### src/rtl/alu_seq_top.sv
// Board wrapper around the combinational alu core: debounced buttons drive an
// A -> B -> Op -> execute load sequencer with registered result, flags and chaining.

module alu #(
  parameter int DATA_WIDTH = 8,
  parameter int OP_WIDTH   = 6
) (
  input  logic [DATA_WIDTH-1:0] i_a,
  input  logic [DATA_WIDTH-1:0] i_b,
  input  logic [OP_WIDTH-1:0]   i_op,
  output logic [DATA_WIDTH-1:0] o_result,
  output logic                  o_negative,
  output logic                  o_zero,
  output logic                  o_carry
);
  localparam logic [OP_WIDTH-1:0] OP_ADD = OP_WIDTH'(6'b100000);
  localparam logic [OP_WIDTH-1:0] OP_SUB = OP_WIDTH'(6'b100010);
  localparam logic [OP_WIDTH-1:0] OP_AND = OP_WIDTH'(6'b100100);
  localparam logic [OP_WIDTH-1:0] OP_OR  = OP_WIDTH'(6'b100101);
  localparam logic [OP_WIDTH-1:0] OP_XOR = OP_WIDTH'(6'b100110);
  localparam logic [OP_WIDTH-1:0] OP_NOR = OP_WIDTH'(6'b100111);

  logic [DATA_WIDTH:0] sum;
  logic [DATA_WIDTH:0] diff;

  assign sum  = {1'b0, i_a} + {1'b0, i_b};
  // Top bit of the extended difference is the borrow, reported as carry on SUB.
  assign diff = {1'b0, i_a} - {1'b0, i_b};

  always_comb begin
    o_result = '0;
    o_carry  = 1'b0;
    case (i_op)
      OP_ADD: begin
        o_result = sum[DATA_WIDTH-1:0];
        o_carry  = sum[DATA_WIDTH];
      end
      OP_SUB: begin
        o_result = diff[DATA_WIDTH-1:0];
        o_carry  = diff[DATA_WIDTH];
      end
      OP_AND:  o_result = i_a & i_b;
      OP_OR:   o_result = i_a | i_b;
      OP_XOR:  o_result = i_a ^ i_b;
      OP_NOR:  o_result = ~(i_a | i_b);
      default: o_result = '0;
    endcase
  end

  assign o_negative = o_result[DATA_WIDTH-1];
  assign o_zero     = (o_result == '0);
endmodule

module alu_btn_cond #(
  parameter int DEBOUNCE_CYCLES = 1000000
) (
  input  logic i_clk,
  input  logic i_rst_n,
  input  logic i_btn,
  output logic o_pulse
);
  localparam int CW = $clog2(DEBOUNCE_CYCLES + 1);

  logic          sync1_q;
  logic          sync2_q;
  logic [CW-1:0] cnt_q;
  logic [CW-1:0] cnt_d;
  logic          deb_q;
  logic          deb_d;
  logic          deb_prev_q;
  logic          pulse_q;

  always_comb begin
    cnt_d = '0;
    deb_d = deb_q;
    if (sync2_q != deb_q) begin
      if (cnt_q == CW'(DEBOUNCE_CYCLES - 1)) begin
        deb_d = ~deb_q;
        cnt_d = '0;
      end else begin
        cnt_d = cnt_q + 1'b1;
      end
    end
  end

  always_ff @(posedge i_clk or negedge i_rst_n) begin
    if (!i_rst_n) begin
      sync1_q    <= 1'b0;
      sync2_q    <= 1'b0;
      cnt_q      <= '0;
      deb_q      <= 1'b0;
      deb_prev_q <= 1'b0;
      pulse_q    <= 1'b0;
    end else begin
      sync1_q    <= i_btn;
      sync2_q    <= sync1_q;
      cnt_q      <= cnt_d;
      deb_q      <= deb_d;
      deb_prev_q <= deb_q;
      pulse_q    <= deb_q & ~deb_prev_q;
    end
  end

  assign o_pulse = pulse_q;
endmodule

module alu_seq_top #(
  parameter int DATA_WIDTH      = 8,
  parameter int OP_WIDTH        = 6,
  parameter int DEBOUNCE_CYCLES = 1000000
) (
  input  logic                  i_clk,
  input  logic                  i_rst_n,
  input  logic [DATA_WIDTH-1:0] i_sw,
  input  logic [2:0]            i_btn,
  output logic [DATA_WIDTH-1:0] o_led,
  output logic [2:0]            o_flags,
  output logic [3:0]            o_state,
  output logic                  o_valid
);
  typedef enum logic [2:0] {ST_A, ST_B, ST_OP, ST_EXEC, ST_RES} state_t;

  state_t                state_q, state_d;
  logic [DATA_WIDTH-1:0] reg_a_q, reg_a_d;
  logic [DATA_WIDTH-1:0] reg_b_q, reg_b_d;
  logic [OP_WIDTH-1:0]   reg_op_q, reg_op_d;
  logic [DATA_WIDTH-1:0] result_q, result_d;
  logic [2:0]            flags_q, flags_d;

  logic [2:0]            pulse;
  logic [DATA_WIDTH-1:0] alu_result;
  logic                  alu_neg;
  logic                  alu_zero;
  logic                  alu_carry;

  for (genvar g = 0; g < 3; g++) begin : g_btn
    alu_btn_cond #(
      .DEBOUNCE_CYCLES(DEBOUNCE_CYCLES)
    ) u_cond (
      .i_clk  (i_clk),
      .i_rst_n(i_rst_n),
      .i_btn  (i_btn[g]),
      .o_pulse(pulse[g])
    );
  end

  alu #(
    .DATA_WIDTH(DATA_WIDTH),
    .OP_WIDTH  (OP_WIDTH)
  ) u_alu (
    .i_a       (reg_a_q),
    .i_b       (reg_b_q),
    .i_op      (reg_op_q),
    .o_result  (alu_result),
    .o_negative(alu_neg),
    .o_zero    (alu_zero),
    .o_carry   (alu_carry)
  );

  always_comb begin
    state_d  = state_q;
    reg_a_d  = reg_a_q;
    reg_b_d  = reg_b_q;
    reg_op_d = reg_op_q;
    result_d = result_q;
    flags_d  = flags_q;
    // Clear outranks everything, EXEC included; enter outranks chain.
    if (pulse[2]) begin
      state_d  = ST_A;
      reg_a_d  = '0;
      reg_b_d  = '0;
      reg_op_d = '0;
      result_d = '0;
      flags_d  = '0;
    end else begin
      case (state_q)
        ST_A: if (pulse[0]) begin
          reg_a_d = i_sw;
          state_d = ST_B;
        end
        ST_B: if (pulse[0]) begin
          reg_b_d = i_sw;
          state_d = ST_OP;
        end
        ST_OP: if (pulse[0]) begin
          reg_op_d = i_sw[OP_WIDTH-1:0];
          state_d  = ST_EXEC;
        end
        ST_EXEC: begin
          result_d = alu_result;
          flags_d  = {alu_neg, alu_zero, alu_carry};
          state_d  = ST_RES;
        end
        ST_RES: begin
          if (pulse[0]) begin
            state_d = ST_A;
          end else if (pulse[1]) begin
            reg_a_d = result_q;
            state_d = ST_B;
          end
        end
        default: state_d = ST_A;
      endcase
    end
  end

  always_ff @(posedge i_clk or negedge i_rst_n) begin
    if (!i_rst_n) begin
      state_q  <= ST_A;
      reg_a_q  <= '0;
      reg_b_q  <= '0;
      reg_op_q <= '0;
      result_q <= '0;
      flags_q  <= '0;
    end else begin
      state_q  <= state_d;
      reg_a_q  <= reg_a_d;
      reg_b_q  <= reg_b_d;
      reg_op_q <= reg_op_d;
      result_q <= result_d;
      flags_q  <= flags_d;
    end
  end

  always_comb begin
    o_state = 4'b0000;
    case (state_q)
      ST_A:    o_state = 4'b0001;
      ST_B:    o_state = 4'b0010;
      ST_OP:   o_state = 4'b0100;
      ST_RES:  o_state = 4'b1000;
      default: o_state = 4'b0000;
    endcase
  end

  assign o_led   = result_q;
  assign o_flags = flags_q;
  assign o_valid = (state_q == ST_RES);
endmodule

### config.mk
export PLATFORM = sky130hd
export DESIGN_NAME = alu_seq_top
export DESIGN_NICKNAME = d
export VERILOG_FILES = /design/src/rtl/alu_seq_top.sv
export SDC_FILE = /design/constraint.sdc
export NUM_CORES = 1
export LEC_CHECK = 0
export ABC_CLOCK_PERIOD_IN_PS = 2230
export CAP_MARGIN = 20
export CORE_MARGIN = 2
export CORE_UTILIZATION = 45
export CTS_CLUSTER_DIAMETER = 50
export CTS_CLUSTER_SIZE = 12
export DETAILED_ROUTE_END_ITERATION = 8
export PLACE_DENSITY_LB_ADDON = 0.2
export SYNTH_ARGS = -nofsm -noshare
export SYNTH_HDL_FRONTEND = slang
export SYNTH_SLANG_ARGS = --single-unit
### constraint.sdc
create_clock -name i_clk -period 2.23 [get_ports i_clk]
set_input_delay 0.5575 -clock i_clk [delete_from_list [all_inputs] [get_ports i_clk]]
set_output_delay 0.5575 -clock i_clk [all_outputs]
set_load 0.02 [all_outputs]
==> summary.txt <==
vias in the first global route = 4622
Post-Layout Cell Count = 868
CTS tree = done
period utilisation layout = 107%
part of the power in registers = 53.6%
initial antenna violation count = 0
Initial Util = 46.0%
EDFF count, synth = 0
CTS Buf Count = 9
layout cell share with drive strength beyond 1 = 13.3%
min cycle time layout = 2.38 ns
Cell Int Power = 0.00297 W
slowest stage cell, crit path = dfrtp_1
# diodes = 0
critical path, cell by cell = inv_2 > ha_4 > fa_2 > or3_4 > and3_4 > a221oi_2 > o22ai_1 > nand4b_1 > o31ai_2
initial DRC count = 295
Overflow after GRT = 0
Yosys reg bits = 110
CP required = 2.49 ns
Die H = 120 um
NetSw = 0.000816 W
clock-pin slew on the worst setup and hold paths = 0.07 ns
gpl congestion = 0.846
Post-Syn Nets = 679
Fmax achieved = 421 MHz
Seq/Total Area, Yosys = 45.4%
row cnt = 42
worst-skew pair later-pin latency = 0.35 ns
buffers added on ports = 28
CP Launch Type = register
Worst Setup End Kind = register
Top delay family on crit path = simple AND/OR/NAND/NOR gates
cells after synthesis = 636
Synth Area in Compound Gates = 9.59%
fillcell total = 1149
post-route ant nets = 0
Max Fanout on Critical Path = 3
die width = 120 um
first-pass GRT wire length = 22000 um
final hold vios = 0
Slew headroom = 42.4%
dpl cells = 849
cts-stage hold buffer count = 0
Buf/Inv on CP = 1
clock power share = 43.2%
htree depth = 3
crit path DAT = 2.64 ns
Finish-stage setup viols = 5
worst min path class = primary input to async pin
largest area contributor in the netlist = dfrtp_1
most frequent cells after synthesis = dfrtp_1 (110), nor2_1 (108), nand2_1 (49)
Synth area leaders = dfrtp_1 (45%), nor2_1 (6.7%), xor2_1 (6.4%)
multiplexer share of the synthesized area = 3.24%
Setup TNS Final = -0.312 ns
worst slew pin tran = 0.863 ns
Nets = 731
Syn. warnings = 0
Root Driver = clkbuf_16
cell area after synthesis = 6070 um2
Post-Route WL = 13100 um
Synth Area per Inst = 9.54 um2
Switching Fraction = 21.6%
I/O Pins = 29
Distinct cells, synth = 58
outcome = complete, but fails checks
area of the multi-input gates = 3150 um2
Crit Path Category = register to register
Wirelength per Cell = 15.1 um
CP peak stage delay = 0.40 ns
leakage = 3.24 nW
Core Footprint = 13200 um2
main combinational cell family by area after synthesis = simple AND/OR/NAND/NOR gates
DP HPWL = 9650 um
top cell type's share of synthesized area = 45.4%
Register Area = 2760 um2
Vias per Instance = 5.26
setup ws final = -0.147 ns
P per Cell Area = 530 nW/um2
Synth-to-Final Area Change = 17.7%
# DRC = 0
clock buffer depth = 2
Adder-Cell Fraction of Synth Area = 6.44%
routed via count = 4568
Tot GR Track Use = 19.0%
Synth Flop Type = dfrtp_1
largest net degree at the start of global routing = 37
Synth Area in Simple Gates = 21.2%
RSZ-0062 raised after global routing = true
failing checks = setup timing
Sink Count = 110
count leader, synth = dfrtp_1
die area = 14400 um2
async set or reset register ratio after synthesis = 100%
XOR/XNOR Fraction of Synth Area = 9.96%
Fin Clk Skew = 0.00996 ns
number of max-cap violations = 0
Comb pwr share = 3.2%
Pins Over Slew Limit = 0
Worst VDD drop = 0.417 mV
1st-pass router iterations = 4
cells by family after synthesis:
| logic type | after synthesis |
|---|---|
| mux | 19 |
| simple gates | 268 |
| xor+xnor | 69 |
| compound gates | 83 |
| fa+ha+maj | 30 |
| buf+inv | 57 |
| flops | 110 |
per-layer routing:
layer | GRT usage, % | wire length [um]
met2 | 30.6 | 6260
met3 | 2.23 | 321
met4 | 8.16 | 323
met1 | 25.8 | 6220
met5 | 0 | 0
cell type report:
cell class              instances  area share [%]
multi-input cells             469            44.1
flip-flops and latches        110            38.6
repair buffers                 68            8.41
clock buffers                  10            3.35
well taps                     176            3.09
inverters                      30            1.58
clock inverters                 5           0.911
what timing repair did:
action | 4_1_cts | 5_1_grt
pin swaps | 0 | 2
resized for setup | 13 | 11
setup buffers | 0 | 4
setup endpoints to repair | 11 | 7
hold endpoints to repair | 0 | 0
sequential cells by signal, indices dropped and copies added, names as in the netlist, 6 cells and up:
| signal | flops |
|---|---|
| g_btn.u_cond.cnt_q | 60 |
| o_led | 8 |
| reg_a_q | 8 |
| reg_b_q | 8 |
| reg_op_q | 6 |
cells in the final DEF, fill, tap and decap left out, types with 3 or more instances in the layout:
master / instances
dfrtp_1: 108
a21oi_2: 3
clkbuf_16: 9
mux2i_1: 14
buf_4: 38
mux2_2: 5
nand2_1: 49
xnor2_1: 25
and3_1: 7
o21ai_0: 10
nor3b_1: 3
dlygate4sd2_1: 5
a22o_1: 7
or2_2: 4
a21oi_1: 20
o22ai_1: 3
and2_1: 4
nor4b_1: 5
inv_6: 3
nand3_1: 30
nor4_1: 3
inv_1: 28
ha_2: 3
nand2b_1: 8
nor3_1: 11
nand4_1: 8
and4_1: 3
clkdlybuf4s50_1: 22
xor2_1: 44
nor2_1: 107
a211oi_1: 14
nor2b_1: 13
ha_1: 23
per-stage QoR:
step / hold slack (ns) / power (W) / util [%] / instance area [um2] / setup WS (ns)
6_report: 0.172 / 0.00378 / 54.1 / 7140 / -0.147
5_1_grt: 0.200 / 0.00393 / 54.1 / 7140 / -0.269
4_1_cts: 0.177 / 0.00384 / 53.5 / 7060 / -0.146
3_5_place_dp: 0.335 / 0.00219 / 51.0 / 6730 / -0.176
3_3_place_gp: 0.334 / 0.00219 / 51.0 / 6730 / -0.125
2_1_floorplan: 0.262 / 0.00211 / - / 6070 / 0.0256
worst reg2reg max path, cell delays in order, from the launching register on:
cell,delay (ns)
dfrtp_1,0.40
inv_2,0.07
ha_4,0.16
fa_2,0.34
or3_4,0.35
and3_4,0.18
a221oi_2,0.22
o22ai_1,0.11
nand4b_1,0.21
o31ai_2,0.23
power by group through the flow:
stage | Clock [W] | Sequential (W) | Combinational [W]
6_report | 0.00163 | 0.00203 | 0.000122
2_1_floorplan | 0 | 0.00206 | 0.0000450
3_3_place_gp | 0 | 0.00206 | 0.000124
5_1_grt | 0.00176 | 0.00203 | 0.000142
4_1_cts | 0.00169 | 0.00203 | 0.000128
3_5_place_dp | 0 | 0.00207 | 0.000127
final timing paths:
path                                         start                       to  slack [ns]  depth (start not counted)
max reg2reg                             reg_a_q[0]               o_flags[1]       -0.15                          9
min                                        i_rst_n  g_btn[1].u_cond.sync1_q        0.17                          1
min reg2reg                g_btn[0].u_cond.sync1_q  g_btn[0].u_cond.sync2_q        0.35                          0
min in group i_clk         g_btn[0].u_cond.sync1_q  g_btn[0].u_cond.sync2_q        0.35                          0
max                                     reg_a_q[0]               o_flags[1]       -0.15                          9
max in group asynchronous                  i_rst_n                 o_led[5]        1.46                          2
(Power assumes the default switching activity.)
==> RTL change: new RTL, same settings <==
`DEBOUNCE_CYCLES` is set to 1000000 in 2 places; all go to 500000.
--- a/src/rtl/alu_seq_top.sv
+++ b/src/rtl/alu_seq_top.sv
@@ -54,3 +54,3 @@
 module alu_btn_cond #(
-  parameter int DEBOUNCE_CYCLES = 1000000
+  parameter int DEBOUNCE_CYCLES = 500000
 ) (
@@ -109,3 +109,3 @@
   parameter int OP_WIDTH        = 6,
-  parameter int DEBOUNCE_CYCLES = 1000000
+  parameter int DEBOUNCE_CYCLES = 500000
 ) (
Check against the original RTL: no difference found for any inputs over 10 cycles, from zero or initial values and one cycle with i_rst_n low; that may be too few to reach the edited logic, so the function may still have changed.
==> RTL change against the unedited design <==
  * The run still ends with negative setup slack left
  * Power is 2.1% lower
  * Routed wire length is 2.0% lower
  * Setup slack worse by 0.016 ns
  * Sequential power is 3% lower
  * Synthesized cell count is 1.6% lower
  * Count of clock-buffer cells in the layout is 1 lower
  * Clock skew is 0.0038 ns lower
  * Global-route usage is 0.43 points higher
  * Non-clock buffer count is 6 higher
  * Sequential cell count is 3 lower
  * Design area is 1.8% lower
  * Synthesized area is 2.6% lower
  * Critical path type unchanged
  * Largest cell class unchanged
==> RTL change: results <==
metrics = {
    "run_status": {
        "status": "complete, but fails checks",
        "failed_checks": "negative setup slack",
    },
    "placed_design": {
        "post-place-ws_ns": -0.196,
        "detailed_place_hpwl_um": 9380,
        "placedCellCount": 845,
        "placement.cell_area_sq_um": 6660,
        "gp_routability_congestion": 0.915,
    },
    "global_route": {
        "grt_start_max_net_pins": 89,
        "global_route_wire_length_before_repair_um": 22100,
        "grtUsageMet2_pct": 31.3,
        "global_route.usage.met3_pct": 4.68,
        "grt_antenna_before_repair": 0,
        "met1_usage_pct": 26.3,
        "grt_util_all_layers_pct": 19.4,
        "via_count_of_the_first_global_routing_pass": 4458,
    },
    "sta": {
        "timing.hold.ws_ns": 0.0782,
        "worst_pin_slew_ns": 0.595,
        "setup_ws_final_ns": -0.163,
        "setup_violations": 5,
        "finalSetupTns_ns": -0.396,
        "worst_clock_skew_ns": 0.00613,
    },
    "pwr": {
        "power_switching_mw": 0.898,
        "cellLeakagePower_nw": 3.19,
        "sequential_cell_power_mw": 1.97,
        "power_density_nw_per_um2": 528,
        "vdd.ir_drop.worst_v": 0.000517,
    },
    "synth": {
        "synth.top_cells.by_count": "dfrtp_1, nor2_1, nand2_1",
        "synth.yosys.warnings": 0,
        "synth_area_per_cell_sq_um": 9.43,
        "register_area_share_after_synthesis_pct": 45.3,
        "postSynthNetCount": 669,
        "synth_top_cells_by_area": "dfrtp_1, ha_1, nor2_1",
        "synthDistinctLibCells": 60,
    },
    "route": {
        "drt_first_iter_violations": 257,
        "viasPerCell": 5.26,
        "met3WireLength_um": 672,
        "detailroute.wirelength.met2_um": 6130,
        "m1WireLength_um": 5920,
        "routed_wire_length_per_instance_um": 14.9,
    },
    "setup_path": {
        "worst_path_max_delay_cell": "fa_1",
        "critical_path.top_delay_family": "adder cells",
        "cp.arrival_ns": 2.66,
        "regToRegSetupSlack_ns": -0.16,
        "worst_path_largest_cell_delay_ns": 0.48,
    },
    "cells_and_area": {
        "filler_cell_count": 1156,
        "largest_register_ffs": 57,
        "diodes": 0,
        "drive_above_1_share_pct": 12.6,
        "nets": 729,
        "instances_no_fill": 863,
    },
    "clock_network": {
        "clkSlewWorstSetupHoldPaths_ns": 0.08,
    },
}
## RTL change: repair_timing
item / 4_1_cts / 5_1_grt
hold buffers: 0 / 0
buffers inserted: 0 / 2
endpoints found under the setup margin: 8 / 8
pin swaps: 1 / 4
gates resized for setup: 8 / 7
## RTL change: cell families (layout without fill, tap and decap cells)
logic type	after synthesis	in the layout	synth area share [%]
AO/OA/AOI/OAI	92	92	9.94
XOR/XNOR	57	57	8.45
buffers and inverters	54	119	3.77
AND/OR/NAND/NOR	258	258	20.9
multiplexers	28	28	5.02
adder cells (fa/ha/maj)	30	30	6.61
flip-flops	107	107	45.3
## RTL change: cell type report
type	instances	area, sq um	share of cell area (%)
flip-flops and latches	107	2680	38.2
clock inverters	7	78.8	1.12
multi-input cells	465	3060	43.6
clock buffers	9	225	3.21
repair buffers	74	646	9.21
inverters	29	109	1.55
well taps	172	215	3.07
